$ cat config.mk
export PLATFORM = sky130hd
export DESIGN_NAME = config_cmd_parser
export DESIGN_NICKNAME = d
export VERILOG_FILES = /design/src/rtl/config_cmd_pkg.sv /design/src/rtl/cmd_gap_timer.sv /design/src/rtl/config_cmd_parser.sv
export SDC_FILE = /design/constraint.sdc
export NUM_CORES = 1
export LEC_CHECK = 0
export ABC_AREA = 1
export BUFFER_PORTS_ARGS = -buffer_cell sky130_fd_sc_hd__buf_2
export CAP_MARGIN = 20
export CORE_MARGIN = 2
export CORE_UTILIZATION = 40
export DETAILED_ROUTE_END_ITERATION = 8
export GPL_ROUTABILITY_DRIVEN = 1
export GPL_TIMING_DRIVEN = 0
export PLACE_DENSITY_LB_ADDON = 0.3
export SLEW_MARGIN = 25
export SYNTH_ARGS = -nofsm -noshare
export SYNTH_HDL_FRONTEND = slang
export SYNTH_SLANG_ARGS = --single-unit
$ cat constraint.sdc
create_clock -name clk_in -period 3.4 [get_ports clk_in]
set_clock_uncertainty 0.2 [all_clocks]
set_input_delay 0.17 -clock clk_in [delete_from_list [all_inputs] [get_ports clk_in]]
set_output_delay 0.17 -clock clk_in [all_outputs]
set_load 0.02 [all_outputs]
$ cat src/rtl/config_cmd_pkg.sv
// Shared types and defaults for the ground-command frame parser.
// State encoding, default header/address constants and the saturating counter helper.
package config_cmd_pkg;

    typedef enum logic [2:0] {
        ST_IDLE,
        ST_HDR,
        ST_ADDR,
        ST_DHI,
        ST_DLO,
        ST_CSUM,
        ST_COMMIT
    } cmd_state_e;

    localparam logic [7:0]  HDR0_DEFAULT     = 8'hEB;
    localparam logic [7:0]  HDR1_DEFAULT     = 8'h90;
    localparam logic [7:0]  MAX_ADDR_DEFAULT = 8'h13;
    localparam logic [15:0] TIMEOUT_DEFAULT  = 16'd50000;

    function automatic logic [7:0] sat_inc8(input logic [7:0] v);
        return (v == 8'hFF) ? v : v + 8'd1;
    endfunction

endpackage

$ cat src/rtl/cmd_gap_timer.sv
// Inter-byte gap counter: clears on clr_in, counts while en_in, pulses
// expire_out on the cycle the count sits at TIMEOUT_CYCLES-1.
module cmd_gap_timer #(
    parameter logic [15:0] TIMEOUT_CYCLES = 16'd50000
) (
    input  logic clk_in,
    input  logic rst_in,
    input  logic clr_in,
    input  logic en_in,
    output logic expire_out
);

    logic [15:0] cnt_q;
    logic [15:0] cnt_d;

    always_comb begin
        cnt_d = cnt_q;
        if (clr_in) begin
            cnt_d = 16'd0;
        end else if (en_in) begin
            cnt_d = cnt_q + 16'd1;
        end
    end

    always_ff @(posedge clk_in or negedge rst_in) begin
        if (!rst_in) begin
            cnt_q <= 16'd0;
        end else begin
            cnt_q <= cnt_d;
        end
    end

    // A clear on the expiry cycle means a byte arrived, and that byte wins.
    assign expire_out = en_in && !clr_in && (cnt_q == TIMEOUT_CYCLES - 16'd1);

endmodule

$ cat src/rtl/config_cmd_parser.sv
// Command frame parser: HDR0 HDR1 ADDR DATA_HI DATA_LO [CSUM] -> one-cycle register write.
// Define CMD_CHECKSUM_EN for the six-byte frame with checksum; otherwise frames are five bytes.
module config_cmd_parser
    import config_cmd_pkg::*;
#(
    parameter logic [15:0] TIMEOUT_CYCLES = TIMEOUT_DEFAULT,
    parameter logic [7:0]  MAX_ADDR       = MAX_ADDR_DEFAULT,
    parameter logic [7:0]  HDR0           = HDR0_DEFAULT,
    parameter logic [7:0]  HDR1           = HDR1_DEFAULT
) (
    input  logic        clk_in,
    input  logic        rst_in,
    input  logic [7:0]  rx_data_in,
    input  logic        rx_valid_in,
    output logic        wr_out,
    output logic [7:0]  wr_addr_out,
    output logic [15:0] data_out,
    output logic        busy_out,
    output logic [15:0] frame_ok_cnt_out,
    output logic [7:0]  csum_err_cnt_out,
    output logic [7:0]  addr_err_cnt_out,
    output logic [7:0]  tmo_err_cnt_out,
    output cmd_state_e  state_dbg_out
);

    cmd_state_e  state_q, state_d;
    logic [7:0]  addr_sh_q, addr_sh_d;
    logic [7:0]  dhi_sh_q, dhi_sh_d;
    logic        wr_q, wr_d;
    logic        busy_q, busy_d;
    logic [7:0]  wr_addr_q, wr_addr_d;
    logic [15:0] data_q, data_d;
    logic [15:0] frame_ok_cnt_q, frame_ok_cnt_d;
    logic [7:0]  addr_err_cnt_q, addr_err_cnt_d;
    logic [7:0]  tmo_err_cnt_q, tmo_err_cnt_d;
    logic        gap_en, gap_clr, gap_expire;
    logic        do_commit;
    logic [15:0] commit_data;
`ifdef CMD_CHECKSUM_EN
    logic [7:0]  dlo_sh_q, dlo_sh_d;
    logic [7:0]  csum_err_cnt_q, csum_err_cnt_d;
    logic [7:0]  csum_calc;

    assign csum_calc = addr_sh_q + dhi_sh_q + dlo_sh_q;
`endif

    assign gap_en  = (state_q != ST_IDLE) && (state_q != ST_COMMIT);
    assign gap_clr = rx_valid_in || (state_q == ST_IDLE);

    cmd_gap_timer #(
        .TIMEOUT_CYCLES(TIMEOUT_CYCLES)
    ) u_gap_timer (
        .clk_in    (clk_in),
        .rst_in    (rst_in),
        .clr_in    (gap_clr),
        .en_in     (gap_en),
        .expire_out(gap_expire)
    );

    always_comb begin
        state_d        = state_q;
        addr_sh_d      = addr_sh_q;
        dhi_sh_d       = dhi_sh_q;
        wr_addr_d      = wr_addr_q;
        data_d         = data_q;
        frame_ok_cnt_d = frame_ok_cnt_q;
        addr_err_cnt_d = addr_err_cnt_q;
        tmo_err_cnt_d  = tmo_err_cnt_q;
        do_commit      = 1'b0;
        commit_data    = 16'h0000;
`ifdef CMD_CHECKSUM_EN
        dlo_sh_d       = dlo_sh_q;
        csum_err_cnt_d = csum_err_cnt_q;
`endif
        unique case (state_q)
            // COMMIT treats an incoming byte like IDLE so back-to-back frames survive.
            ST_IDLE, ST_COMMIT: begin
                state_d = (rx_valid_in && rx_data_in == HDR0) ? ST_HDR : ST_IDLE;
            end
            ST_HDR: if (rx_valid_in) begin
                if (rx_data_in == HDR1)      state_d = ST_ADDR;
                else if (rx_data_in == HDR0) state_d = ST_HDR;
                else                         state_d = ST_IDLE;
            end
            ST_ADDR: if (rx_valid_in) begin
                addr_sh_d = rx_data_in;
                state_d   = ST_DHI;
            end
            ST_DHI: if (rx_valid_in) begin
                dhi_sh_d = rx_data_in;
                state_d  = ST_DLO;
            end
`ifdef CMD_CHECKSUM_EN
            ST_DLO: if (rx_valid_in) begin
                dlo_sh_d = rx_data_in;
                state_d  = ST_CSUM;
            end
            ST_CSUM: if (rx_valid_in) begin
                if (rx_data_in != csum_calc) begin
                    csum_err_cnt_d = sat_inc8(csum_err_cnt_q);
                    state_d        = ST_IDLE;
                end else if (addr_sh_q > MAX_ADDR) begin
                    addr_err_cnt_d = sat_inc8(addr_err_cnt_q);
                    state_d        = ST_IDLE;
                end else begin
                    do_commit   = 1'b1;
                    commit_data = {dhi_sh_q, dlo_sh_q};
                end
            end
`else
            ST_DLO: if (rx_valid_in) begin
                if (addr_sh_q > MAX_ADDR) begin
                    addr_err_cnt_d = sat_inc8(addr_err_cnt_q);
                    state_d        = ST_IDLE;
                end else begin
                    do_commit   = 1'b1;
                    commit_data = {dhi_sh_q, rx_data_in};
                end
            end
`endif
            default: state_d = ST_IDLE;
        endcase

        if (do_commit) begin
            state_d        = ST_COMMIT;
            wr_addr_d      = addr_sh_q;
            data_d         = commit_data;
            frame_ok_cnt_d = frame_ok_cnt_q + 16'd1;
        end

        if (gap_expire && !rx_valid_in) begin
            state_d       = ST_IDLE;
            tmo_err_cnt_d = sat_inc8(tmo_err_cnt_q);
            addr_sh_d     = 8'h00;
            dhi_sh_d      = 8'h00;
`ifdef CMD_CHECKSUM_EN
            dlo_sh_d      = 8'h00;
`endif
        end

        wr_d   = (state_d == ST_COMMIT);
        busy_d = (state_d != ST_IDLE);
    end

    always_ff @(posedge clk_in or negedge rst_in) begin
        if (!rst_in) begin
            state_q        <= ST_IDLE;
            addr_sh_q      <= 8'h00;
            dhi_sh_q       <= 8'h00;
            wr_q           <= 1'b0;
            busy_q         <= 1'b0;
            wr_addr_q      <= 8'h00;
            data_q         <= 16'h0000;
            frame_ok_cnt_q <= 16'h0000;
            addr_err_cnt_q <= 8'h00;
            tmo_err_cnt_q  <= 8'h00;
`ifdef CMD_CHECKSUM_EN
            dlo_sh_q       <= 8'h00;
            csum_err_cnt_q <= 8'h00;
`endif
        end else begin
            state_q        <= state_d;
            addr_sh_q      <= addr_sh_d;
            dhi_sh_q       <= dhi_sh_d;
            wr_q           <= wr_d;
            busy_q         <= busy_d;
            wr_addr_q      <= wr_addr_d;
            data_q         <= data_d;
            frame_ok_cnt_q <= frame_ok_cnt_d;
            addr_err_cnt_q <= addr_err_cnt_d;
            tmo_err_cnt_q  <= tmo_err_cnt_d;
`ifdef CMD_CHECKSUM_EN
            dlo_sh_q       <= dlo_sh_d;
            csum_err_cnt_q <= csum_err_cnt_d;
`endif
        end
    end

    assign wr_out           = wr_q;
    assign wr_addr_out      = wr_addr_q;
    assign data_out         = data_q;
    assign busy_out         = busy_q;
    assign frame_ok_cnt_out = frame_ok_cnt_q;
    assign addr_err_cnt_out = addr_err_cnt_q;
    assign tmo_err_cnt_out  = tmo_err_cnt_q;
    assign state_dbg_out    = state_q;
`ifdef CMD_CHECKSUM_EN
    assign csum_err_cnt_out = csum_err_cnt_q;
`else
    assign csum_err_cnt_out = 8'h00;
`endif

endmodule

==> qor.yml <==
worst-endpoint-required_ps: 3400
syn_inst: 591
p_int_mw: 1.65
dieArea_um2: 12800
dieHeight_um: 113
worst_slack_ps: 1380
synth.distinct_cells: 29
worstSetupStartpointType: "flop"
synthFlopType: "dfrtp_1"
max_cap_violations: 0
root_buffer: "clkbuf_16"
syn2layout_area_growth_pct: 20.1
io_buffers: 71
grt_overflow: 0
switchingPower_mw: 0.488
viasPerCell: 4.97
grt_max_degree: 48
io_pins: 80
switching_share_pct: 22.8
clk_latency_ps: 350
r2r_cells: 9
drt_iter0_drc: 181
combPwrFrac_pct: 3.9
endpoint: "busy_out$_DFF_PN0_"
reg2reg_from: "u_gap_timer.cnt_q[0]$_DFFE_PN0P_"
start_util_pct: 41.5
ys_top_cells_by_area: "dfrtp_1 49%, nand2_1 12%, inv_1 6.1%"
n_antenna_cell: 0
power_frac_seq_pct: 52.0
setup_viol: 0
startpoint: "u_gap_timer.cnt_q[0]$_DFFE_PN0P_"
rsz0062_at_grt: "no"
path_clk_slew_ps: 60
synth_edf_count: 0
tritoncts: "done"
power.density_nw_per_um2: 373
cp_max_fo: 10
fp.dieW_um: 113
grt_pass1_wl_mm: 18.9
vias: 4169
fin_crit_sh_pct: 59.4
ys_seq_area_share_pct: 48.7
first_pass_iters: 7
post-dp-hpwl_mm: 8.23
slew_viol_final: 0
cts-buffers-inserted: 9
place.gp.congestion: 0.842
post_drt_wl_per_cell_um: 13.3
r2r-end: "busy_out$_DFF_PN0_"
synth_largest_area_cell: "dfrtp_1"
clock_path_buffers: 2
hold_class: "in2reg"
utilization_pct: 49.8
dp_cells: 813
hold_violations: 0
path_class: "reg2reg"
setup-tns-final_ps: 0
fmax_mhz: 495
cts.sinks: 93
antenna_found_initial: 0
power.share.clock_pct: 44.1
synth.most_common_cell: "nand2_1"
synth_seq_cells: 93
r2r_setup_slack_ps: 1380
synth_area_um2: 4770
yosys.area.top_type_share_pct: 48.7
antenna_left: 0
drive_gt1_share_pct: 18.8
critPathArrivalTime_ps: 2010
nets: 705
period_needed_ps: 2020
outcome: "finished, violations left"
violations: "DRC"
wl_mm: 11.2
coreArea_um2: 11500
drc: 7
p_leak_nw: 3.02
stdcell_count: 838
synthArstFlopShare_pct: 100
num_rows: 39
htreeDepth: 3
yosys_warnings: 0
ir_drop_mv: 0.274
grt.total_usage_pct: 18.5
synth_common_cells: "149 x nand2_1, 93 x dfrtp_1, 77 x inv_1"
worstSetupEndpointType: "flop"
place_ws_ps: 1430
first_global_vias: 3943
cts_setup_buffers: 0
syn_avg_cell_area_um2: 8.08
worst max-delay path, stage by stage, from the launching register on:
cell and delay (ps):
dfrtp_1 400, ha_1 240, inv_1 110, nor2_4 180, nand4_1 110, nor2_2 150
nand2_4 100, buf_6 160, nand2_1 90, nand3_1 130
cell usage in the layout, fill, tap and decap left out, drive strengths merged, types with 4 or more instances in the layout:
cell type and n:
nor3 12, nand4 29, conb 8, nand3 53
ha 4, o21ai 60, dfrtp 93, dlygate4sd3 9
inv 83, xor2 13, buf 91, nand2 156
clkinv 5, clkbuf 11, xnor2 12, a21oi 5
nor2 47
metal layers:
| metal | vias to the layer above | share of wire, % | wire (µm) | global-route usage (%) |
|---|---|---|---|---|
| met3 | 17 | 5.7 | 639 | 5.25 |
| met1 | 1964 | 45 | 5040 | 24.3 |
| met4 | 0 | 1.9 | 216 | 5.85 |
| li1 | 2076 | - | - | - |
| met2 | 112 | 47 | 5270 | 29.7 |
| met5 | - | 0 | 0 | 0 |
cell type report:
type                            instances  area (µm²)
Inverter                               82         308
Clock buffer                           10         239
Multi-Input combinational cell        403        2010
Sequential cell                        93        2330
Clock inverter                          6        37.5
Buffer                                 20         158
Timing Repair Buffer                   81         479
Tap cell                              143         179
Fill cell                            1135        5780
flip-flops by register name, indices dropped and copies added, names as in the netlist:
name and cells:
data_out 16, addr_sh_q 8, tmo_err_cnt_out 8, state_dbg_out 3, busy_out 1, wr_out 1, u_gap_timer.cnt_q 16, dhi_sh_q 8
frame_ok_cnt_out 16, wr_addr_out 8, addr_err_cnt_out 8
stage by stage:
stage	instance area [µm²]	hold WS (ps)	power (mW)
after floorplan	4800	-326	1.17
after global placement	5340	263	1.21
after detailed placement	5370	-64.2	1.21
after CTS	5740	76.2	2.18
after global routing	5740	106	2.23
final	5740	98.1	2.14
power groups by stage:
stage          sequential, mW  clock, mW  combinational [mW]
2_1_floorplan            1.13          0              0.0320
3_3_place_gp             1.13          0              0.0712
3_5_place_dp             1.13          0              0.0774
4_1_cts                  1.11      0.979              0.0853
5_1_grt                  1.11       1.03              0.0947
6_report                 1.11      0.944              0.0838
cell families (layout without fill, tap and decap cells):
group / count (synthesis) / in the layout / share of synthesized area, %
and+or+nand+nor: 299 / 299 / 28.3
buffers and inverters: 102 / 199 / 9.75
DFF: 93 / 93 / 48.7
AOI/OAI and AO/OA: 67 / 67 / 7.47
xor gates and xnor gates: 25 / 25 / 4.59
adders and majority gates: 4 / 4 / 1.05
other: 1 / 8 / 0.0785
how the worst min path moves through the flow:
stage	end	from	cells after the start	slack [ps]
2_1_floorplan	addr_err_cnt_out[0]$_DFFE_PN0P_	rst_in	0	-330
3_3_place_gp	data_out[7]$_DFFE_PN0P_	data_out[7]$_DFFE_PN0P_	2	260
3_5_place_dp	frame_ok_cnt_out[7]$_DFFE_PN0P_	rst_in	1	-60
4_1_cts	u_gap_timer.cnt_q[0]$_DFFE_PN0P_	rx_valid_in	4	80
5_1_grt	u_gap_timer.cnt_q[0]$_DFFE_PN0P_	rx_valid_in	4	110
6_report	u_gap_timer.cnt_q[0]$_DFFE_PN0P_	rx_valid_in	4	100
repair_timing:
| item | in CTS | in global routing |
|---|---|---|
| gates resized for setup | 0 | 0 |
| hold buffers | 9 | 0 |
| endpoints found under the hold margin | 117 | 0 |
(Power assumes the default switching activity.)
